[src/rtl/comp_result_if.sv]
// comp_result_if: comparator flag inputs, soft clear and statistics/lock outputs of the result monitor.
interface comp_result_if #(parameter int CNT_W = 8);
    logic             in_valid;
    logic             less;
    logic             greater;
    logic             eq;
    logic             clr;
    logic [CNT_W-1:0] less_cnt;
    logic [CNT_W-1:0] greater_cnt;
    logic [CNT_W-1:0] eq_cnt;
    logic [CNT_W-1:0] run_len;
    logic             lock;
    logic [1:0]       state;
    logic             onehot_err;
    logic             out_valid;
    modport master (
        output in_valid, less, greater, eq, clr,
        input  less_cnt, greater_cnt, eq_cnt, run_len, lock, state, onehot_err, out_valid
    );
    modport slave (
        input  in_valid, less, greater, eq, clr,
        output less_cnt, greater_cnt, eq_cnt, run_len, lock, state, onehot_err, out_valid
    );
endinterface

[src/rtl/comp_result_monitor.sv]
// comp_result_monitor: per-outcome statistics, eq run tracking, lock FSM with release hysteresis
// and a sticky one-hot error flag for the magnitude comparator's less/greater/eq outputs.
module comp_result_monitor #(
    parameter int CNT_W      = 8,
    parameter int LOCK_LEN   = 4,
    parameter int UNLOCK_LEN = 2
) (
    input logic         clk,
    input logic         rst,
    comp_result_if.slave bus
);
    typedef enum logic [1:0] {SEARCH = 2'b00, LOCKED = 2'b01, HOLD = 2'b10, BAD = 2'b11} state_t;
    state_t       st, st_nx;
    logic [31:0]  miss, miss_nx, miss_inc;
    logic [2:0]   flags;
    logic         is_l, is_g, is_e;
    logic [CNT_W:0] run_inc;
    assign flags    = {bus.less, bus.greater, bus.eq};
    assign is_l     = flags == 3'b100;
    assign is_g     = flags == 3'b010;
    assign is_e     = flags == 3'b001;
    // one extra bit so the lock decision sees the unsaturated run
    assign run_inc  = {1'b0, bus.run_len} + (CNT_W+1)'(1);
    assign miss_inc = miss + 32'd1;
    assign bus.state = st;
    assign bus.lock  = st != SEARCH;
    function automatic logic [CNT_W-1:0] sat_inc(input logic [CNT_W-1:0] c, input logic en);
        return c + CNT_W'(en && (c != '1));
    endfunction
    always_comb begin
        st_nx   = st;
        miss_nx = miss;
        case (st)
            SEARCH: if (bus.in_valid && is_e && run_inc >= (CNT_W+1)'(LOCK_LEN)) st_nx = LOCKED;
            LOCKED: if (bus.in_valid && !is_e) begin
                st_nx   = UNLOCK_LEN == 1 ? SEARCH : HOLD;
                miss_nx = 32'd1;
            end
            HOLD: if (bus.in_valid) begin
                st_nx   = is_e ? LOCKED : (miss_inc >= 32'(UNLOCK_LEN) ? SEARCH : HOLD);
                miss_nx = is_e ? 32'd0 : miss_inc;
            end
            default: st_nx = SEARCH;
        endcase
    end
    always_ff @(posedge clk) begin
        if (rst || bus.clr) begin
            st   <= SEARCH;
            miss <= 32'd0;
        end else begin
            st   <= st_nx;
            miss <= miss_nx;
        end
    end
    always_ff @(posedge clk) begin
        if (rst || bus.clr) begin
            bus.less_cnt    <= '0;
            bus.greater_cnt <= '0;
            bus.eq_cnt      <= '0;
            bus.run_len     <= '0;
            bus.onehot_err  <= 1'b0;
            bus.out_valid   <= 1'b0;
        end else begin
            bus.out_valid <= bus.in_valid;
            if (bus.in_valid) begin
                bus.less_cnt    <= sat_inc(bus.less_cnt, is_l);
                bus.greater_cnt <= sat_inc(bus.greater_cnt, is_g);
                bus.eq_cnt      <= sat_inc(bus.eq_cnt, is_e);
                bus.run_len     <= is_e ? sat_inc(bus.run_len, 1'b1) : '0;
                bus.onehot_err  <= bus.onehot_err | !(is_l || is_g || is_e);
            end
        end
    end
endmodule

[src/flat_wrapper.sv]
// flat-port wrapper written by rule: the top's interface ports become plain ports
module comp_result_monitor_flat 
#(
    parameter int CNT_W      = 8,
    parameter int LOCK_LEN   = 4,
    parameter int UNLOCK_LEN = 2
)
  (clk, rst, bus_in_valid, bus_less, bus_greater, bus_eq, bus_clr, bus_less_cnt, bus_greater_cnt, bus_eq_cnt, bus_run_len, bus_lock, bus_state, bus_onehot_err, bus_out_valid);
  comp_result_if #(.CNT_W(CNT_W)) bus_i ();
  input logic clk;
  input logic rst;
  input wire logic [$bits(bus_i.in_valid)-1:0] bus_in_valid;
  input wire logic [$bits(bus_i.less)-1:0] bus_less;
  input wire logic [$bits(bus_i.greater)-1:0] bus_greater;
  input wire logic [$bits(bus_i.eq)-1:0] bus_eq;
  input wire logic [$bits(bus_i.clr)-1:0] bus_clr;
  output wire logic [$bits(bus_i.less_cnt)-1:0] bus_less_cnt;
  output wire logic [$bits(bus_i.greater_cnt)-1:0] bus_greater_cnt;
  output wire logic [$bits(bus_i.eq_cnt)-1:0] bus_eq_cnt;
  output wire logic [$bits(bus_i.run_len)-1:0] bus_run_len;
  output wire logic [$bits(bus_i.lock)-1:0] bus_lock;
  output wire logic [$bits(bus_i.state)-1:0] bus_state;
  output wire logic [$bits(bus_i.onehot_err)-1:0] bus_onehot_err;
  output wire logic [$bits(bus_i.out_valid)-1:0] bus_out_valid;
  assign bus_i.in_valid = bus_in_valid;
  assign bus_i.less = bus_less;
  assign bus_i.greater = bus_greater;
  assign bus_i.eq = bus_eq;
  assign bus_i.clr = bus_clr;
  assign bus_less_cnt = bus_i.less_cnt;
  assign bus_greater_cnt = bus_i.greater_cnt;
  assign bus_eq_cnt = bus_i.eq_cnt;
  assign bus_run_len = bus_i.run_len;
  assign bus_lock = bus_i.lock;
  assign bus_state = bus_i.state;
  assign bus_onehot_err = bus_i.onehot_err;
  assign bus_out_valid = bus_i.out_valid;
  comp_result_monitor #(.CNT_W(CNT_W), .LOCK_LEN(LOCK_LEN), .UNLOCK_LEN(UNLOCK_LEN)) u_core (.clk(clk), .rst(rst), .bus(bus_i));
endmodule
[config.mk]
export PLATFORM = sky130hd
export DESIGN_NAME = comp_result_monitor_flat
export DESIGN_NICKNAME = d
export VERILOG_FILES = /design/src/rtl/comp_result_if.sv /design/src/rtl/comp_result_monitor.sv /design/src/flat_wrapper.sv
export SDC_FILE = /design/constraint.sdc
export NUM_CORES = 1
export LEC_CHECK = 0
export ABC_AREA = 1
export CORE_AREA = 2 2 89 91
export DETAILED_ROUTE_END_ITERATION = 10
export DIE_AREA = 0 0 91 93
export GPL_TIMING_DRIVEN = 0
export PLACE_DENSITY = 0.77
export REMOVE_ABC_BUFFERS = 1
export SYNTH_ARGS = -nofsm -noshare
export SYNTH_HDL_FRONTEND = slang
export SYNTH_SLANG_ARGS = --single-unit
[constraint.sdc]
create_clock -name clk -period 2.45 [get_ports clk]
set_input_delay 0.245 -clock clk [delete_from_list [all_inputs] [get_ports clk]]
set_output_delay 0.245 -clock clk [all_outputs]
set_load 0.05 [all_outputs]
## Word-level counts from Yosys, hierarchy flattened

Index checks and enable logic that the tools add are counted.

- Bitwise operators: 1
- Reduce and logical (&&, ||, !) cells: 16
- Equal/unequal tests: 12
- Mux-type cells: 11
- Add/subtract/negate cells: 6
- $lt $le $gt $ge: 2

Operators with widths:

| kind | count |
|---|---|
| 2-to-1 mux 32 bit | 3 |
| one-hot mux 32 bit (2 select lines) | 1 |
| adder 32 x 1 -> 32 bit, second input constant | 1 |
| adder 8 x 1 -> 8 bit | 4 |
| >= comparator 32 x 2 -> 1 bit, second input constant | 1 |
| != test 8 bit, second input constant | 4 |
| 2-to-1 mux 2 bit | 5 |
| adder 8 x 1 -> 9 bit, second input constant | 1 |
| >= comparator 9 x 3 -> 1 bit, second input constant | 1 |
| 2-to-1 mux 8 bit | 1 |
| logical AND 1 bit | 6 |
| one-hot mux 2 bit (3 select lines) | 1 |
| AND reduction 3 bit | 2 |
| != test 2 x 1 -> 1 bit, second input constant | 2 |
| nonzero test 2 bit | 2 |
| == test 3 x 1 -> 1 bit, second input constant | 1 |
| == test 3 x 2 -> 1 bit, second input constant | 1 |
| == test 3 bit, second input constant | 1 |
| logical OR 1 bit | 3 |
| == test 2 x 1 -> 1 bit, second input constant | 1 |
| == test 2 bit, second input constant | 1 |
| zero test 1 bit | 2 |
| zero test 2 bit | 1 |
| != test 2 bit, second input constant | 1 |
| OR 1 bit | 1 |

- Flip-flop bits (word level): 68
- Logic and storage cells: 56

## Longest topological paths before layout

- Depth after elaboration: 6
- Gate-level depth with buffers: 15
- Depth with buffers taken out: 14

## Worst setup path before layout

No wires, ideal clock.

- Path type: register -> register
- From: reg u_core.bus.eq_cnt[3]
- To: reg u_core.bus.eq_cnt[2]
- Path buffers: 0
- Setup time: 147 ps
- Stages on the path, launching flop included: 12
- Period minus slack after synthesis: 2048 ps
- Arrival time: 1900 ps
- Setup slack: 402 ps
- Cell sequence: dfxtp_1 > nand2_1 > nor2_1 > nand4_1 > nor2_1 > nor2_1 > ha_1 > ha_1 > nand2_1 > inv_1 > o21ai_0 > a21oi_1

- Longest elaborated chain between the ends: 3

Ends and longest elaborated chain:

| what | line | RTL |
|---|---|---|
| start: declaration | comp_result_if.sv:22 | `output less_cnt, greater_cnt, eq_cnt, run_len, lock, state, onehot_err, out_valid` |
| start signal: assignment | comp_result_monitor.sv:68 | `bus.eq_cnt <= sat_inc(bus.eq_cnt, is_e);` |
| != test 8 bit | comp_result_monitor.sv:28 | `return c + CNT_W'(en && (c != '1));` |
| logical AND 1 bit | comp_result_monitor.sv:28 |  |
| adder 8 x 1 -> 8 bit | comp_result_monitor.sv:28 |  |

No other way between the ends.
A chain may end at the register's enable or synchronous reset.

## Worst setup path in the final report

- From: reg u_core.miss[2]
- To: reg u_core.st[1], in the netlist u_core.bus.state[1]

- Longest elaborated chain between the ends: 6

Ends and longest elaborated chain:

| what | line | RTL |
|---|---|---|
| start: declaration | comp_result_monitor.sv:14 | `logic [31:0] miss, miss_nx, miss_inc;` |
| start signal: assignment | comp_result_monitor.sv:52 | `miss <= miss_nx;` |
| adder 32 x 1 -> 32 bit | comp_result_monitor.sv:24 | `assign miss_inc = miss + 32'd1;` |
| >= comparator 32 x 2 -> 1 bit | comp_result_monitor.sv:40 | `st_nx = is_e ? LOCKED : (miss_inc >= 32'(UNLOCK_LEN) ? SEARCH : HOLD);` |
| 2-to-1 mux 2 bit (2 in series) | comp_result_monitor.sv:40 |  |
| 2-to-1 mux 2 bit | comp_result_monitor.sv:39 | `HOLD: if (bus.in_valid) begin` |
| one-hot mux 2 bit (3 select lines) | comp_result_monitor.sv:33 | `case (st)` |
| end signal: assignment | comp_result_monitor.sv:51 | `st <= st_nx;` |
| end: declaration | comp_result_monitor.sv:13 | `state_t st, st_nx;` |

No other way between the ends. The select of a mux whose other input is x is not followed.

==> results.sh <==
export IMPL_worstSetupPathType="reg -> reg"
export IMPL_nets=702
export IMPL_hp_start="bus_in_valid"
export IMPL_vias=4199
export IMPL_period_share=0.9346
export IMPL_hold_path_class="in -> reg"
export IMPL_initial_core_util=0.5341
export IMPL_rows=32
export IMPL_wl_per_cell_um=12.87
export IMPL_die_h_um=93
export IMPL_grtUsageTotal=0.2477
export IMPL_netlist_instances=643
export IMPL_first_pass_iters=5
export IMPL_yosysWarnings=0
export IMPL_num_io_pins=44
export IMPL_antenna_found_initial=0
export IMPL_port_buffer_count=43
export IMPL_cts_tree="done"
export IMPL_crit_required_ns=2.72
export IMPL_wirelength_um=10190
export IMPL_grt_max_degree=50
export IMPL_whs_path_depth=3
export IMPL_reg2reg_to="u_core.bus.state[1]"
export IMPL_ys_top_cells_by_area="dfxtp_1 34%, nand2_1 19%, nor2_1 7.7%, a21oi_1 7.3%, inv_1 6.5%"
export IMPL_dp_slack_ns=-0.7831
export IMPL_tightest_slew_ns=1.023
export IMPL_drt_iter0_markers=309
export IMPL_cellPowerDensity_nw_per_um2=449.2
export IMPL_clock_sinks=68
export IMPL_fin_ws_ns=0.1602
export IMPL_syn_to_final_growth_pct=18.33
export IMPL_setup_viol=0
export IMPL_synth_cell_types=32
export IMPL_grt_pass1_wl_um=17240
export IMPL_ys_flop_type="dfxtp_1"
export IMPL_total_power_mw=2.137
export IMPL_ant_nets=0
export IMPL_dp_hpwl_um=7167
export IMPL_cts_max_level=3
export IMPL_ctsHoldBuffers=0
export IMPL_min_period_ns=2.290
export IMPL_clock_skew_final_ns=0.01234
export IMPL_ir_drop_mv=0.3696
export IMPL_yosysMostFrequentCell="nand2_1"
export IMPL_insertion_delay_ns=0.35
export IMPL_drv_slew=0
export IMPL_end_kind="flop"
export IMPL_drc=0
export IMPL_overflow=0
export IMPL_r2r_cells=12
export IMPL_final_util=0.6320
export IMPL_coreArea_um2=7527
export IMPL_rr_startpoint="u_core.miss[2]"
export IMPL_crit_path_start_kind="flop"
export IMPL_status="finished, final reports clean"
export IMPL_cp_max_fo=11
export IMPL_n_fill_cell=731
export IMPL_synth_common_cells="200 x nand2_1, 82 x nor2_1, 70 x inv_1"
export IMPL_fmax_ghz=0.4367
export IMPL_synth_area_um2=4020
export IMPL_netlist_area_leader_share=0.3386
export IMPL_synth_top_area_cell="dfxtp_1"
export IMPL_avgSynthCellArea_um2=6.252
export IMPL_slew_headroom=0.3156
export IMPL_async_flop_share=0
export IMPL_hold_viol_final=0
export IMPL_die_area_um2=8463
export IMPL_rrSetupSlack_ns=0.16
export IMPL_fp_dieW_um=91
export IMPL_ys_seq_area_frac=0.3386
export IMPL_antenna_cells=0
export IMPL_clkSlewWorstSetupHoldPaths_ns=0.09
export IMPL_synth_edf_count=0
export IMPL_clock_root_buffer="clkbuf_8"
export IMPL_crit_arrival_ns=2.56
export IMPL_synth_seq_cells=68
export IMPL_clk_path_buf_depth=2
export IMPL_via_per_inst=5.302
export IMPL_max_cap_viol_count=0
export IMPL_place_congestion=0.8987
export IMPL_cts_buffers=9
export IMPL_holdPathEnd="u_core.bus.eq_cnt[0]"
export IMPL_rsz0062_at_grt="false"
export IMPL_setup_tns_ns=0
export IMPL_cellLeakagePower_nw=1.682
export IMPL_grt_pass1_vias=3875
export IMPL_drive_gt1_frac=0.05942
## critical path: stages (launching register included)
cell and delay (ns):
dfxtp_1 0.49, nand2_1 0.14, nor2_4 0.33, nand2_1 0.17
nor2_2 0.26, nand2_1 0.10, nand2_1 0.08, nand3_1 0.07
nor2_1 0.11, nand2_1 0.07, nor2_1 0.13, nand3_1 0.11
a21oi_1 0.14
## layout make-up
type	instances	area (um2)	share of cell area
sequential	68	1361	0.2862
clock buffer	10	127.6	0.02683
clock inverter	6	71.32	0.01499
multi-input combinational	487	2328	0.4895
tap	102	127.6	0.02683
inverter	71	270.3	0.05681
timing repair buffer	47	462.9	0.09732
timing repair inverter	1	7.507	0.001578
## per-stage QoR
step | cell area (um2) | hold slack (ns) | cells
6_report | 4757 | 0.4153 | 792
5_1_grt | 4757 | 0.4412 | 792
4_1_cts | 4762 | 0.4858 | 792
3_5_place_dp | 4517 | 0.4722 | 772
3_3_place_gp | 4499 | 0.4647 | 771
2_1_floorplan | 3941 | 0.3855 | 626
## per-layer routing
metal / GRT usage / wire (um) / share of wire / up-vias
li1: - / - / - / 2163
met1: 0.3085 / 4512 / 0.44 / 1898
met2: 0.4290 / 4852 / 0.48 / 120
met3: 0.05157 / 657 / 0.064 / 18
met4: 0.08081 / 171 / 0.017 / 0
met5: 0 / 0 / 0 / -
## cell usage in the layout, fill, tap and decap left out, types with 2 or more instances in the layout
| cell | n |
|---|---|
| inv_6 | 2 |
| clkbuf_8 | 9 |
| buf_4 | 3 |
| nor2_4 | 6 |
| nand4_1 | 19 |
| a31oi_1 | 3 |
| ha_1 | 10 |
| nand3b_1 | 4 |
| dfxtp_1 | 68 |
| clkinvlp_4 | 4 |
| nor2_1 | 80 |
| inv_1 | 68 |
| and2_1 | 2 |
| nor3_1 | 21 |
| o21ai_1 | 2 |
| clkdlybuf4s50_1 | 42 |
| nand2_2 | 4 |
| nor2_2 | 3 |
| nand2_1 | 200 |
| xor2_1 | 5 |
| a21oi_1 | 59 |
| inv_2 | 2 |
| o21ai_0 | 13 |
| nand3_1 | 42 |
| nor3b_1 | 4 |
| o21bai_1 | 2 |
| nor4_1 | 2 |
## where the power goes
part	internal [mW]	switching [mW]	leakage [nW]
Sequential	1.11	0.00224	0.548
Clock	0.480	0.475	0.0935
Combinational	0.0205	0.0520	1.04
## cells by family after synthesis
family | synth area share
and+or+nand+nor | 0.4292
buffers and inverters | 0.08590
AOI/OAI and AO/OA | 0.1043
DFF | 0.3386
adders and majority gates | 0.03112
xor gates and xnor gates | 0.01089
## how the worst max path moves through the flow
| stage | from | end | slack [ns] | cells after the start |
|---|---|---|---|---|
| floorplan | u_core.bus.state[1] | u_core.miss[18] | 0.09 | 6 |
| CTS | bus_in_valid | u_core.miss[16] | 0.03 | 9 |
| detailed placement | bus_in_valid | u_core.miss[16] | -0.78 | 8 |
| global route | u_core.miss[2] | u_core.bus.state[1] | 0.007 | 12 |
| finish | u_core.miss[2] | u_core.bus.state[1] | 0.16 | 12 |
| global placement | bus_in_valid | u_core.miss[18] | -1.66 | 7 |
## repair_timing
item | in CTS | in global routing
setup buffers | 3 | 0
cloned | 1 | 0
endpoints found under the setup margin | 31 | 30
resized for setup | 8 | 1
## state kept, by name, indices dropped and copies added (netlist names)
signal / count
u_core.bus.eq_cnt: 8
u_core.bus.greater_cnt: 8
u_core.bus.less_cnt: 8
u_core.bus.onehot_err: 1
u_core.bus.out_valid: 1
u_core.bus.run_len: 8
u_core.bus.state: 2
u_core.miss: 32
Power figures use the tool's default switching activity.
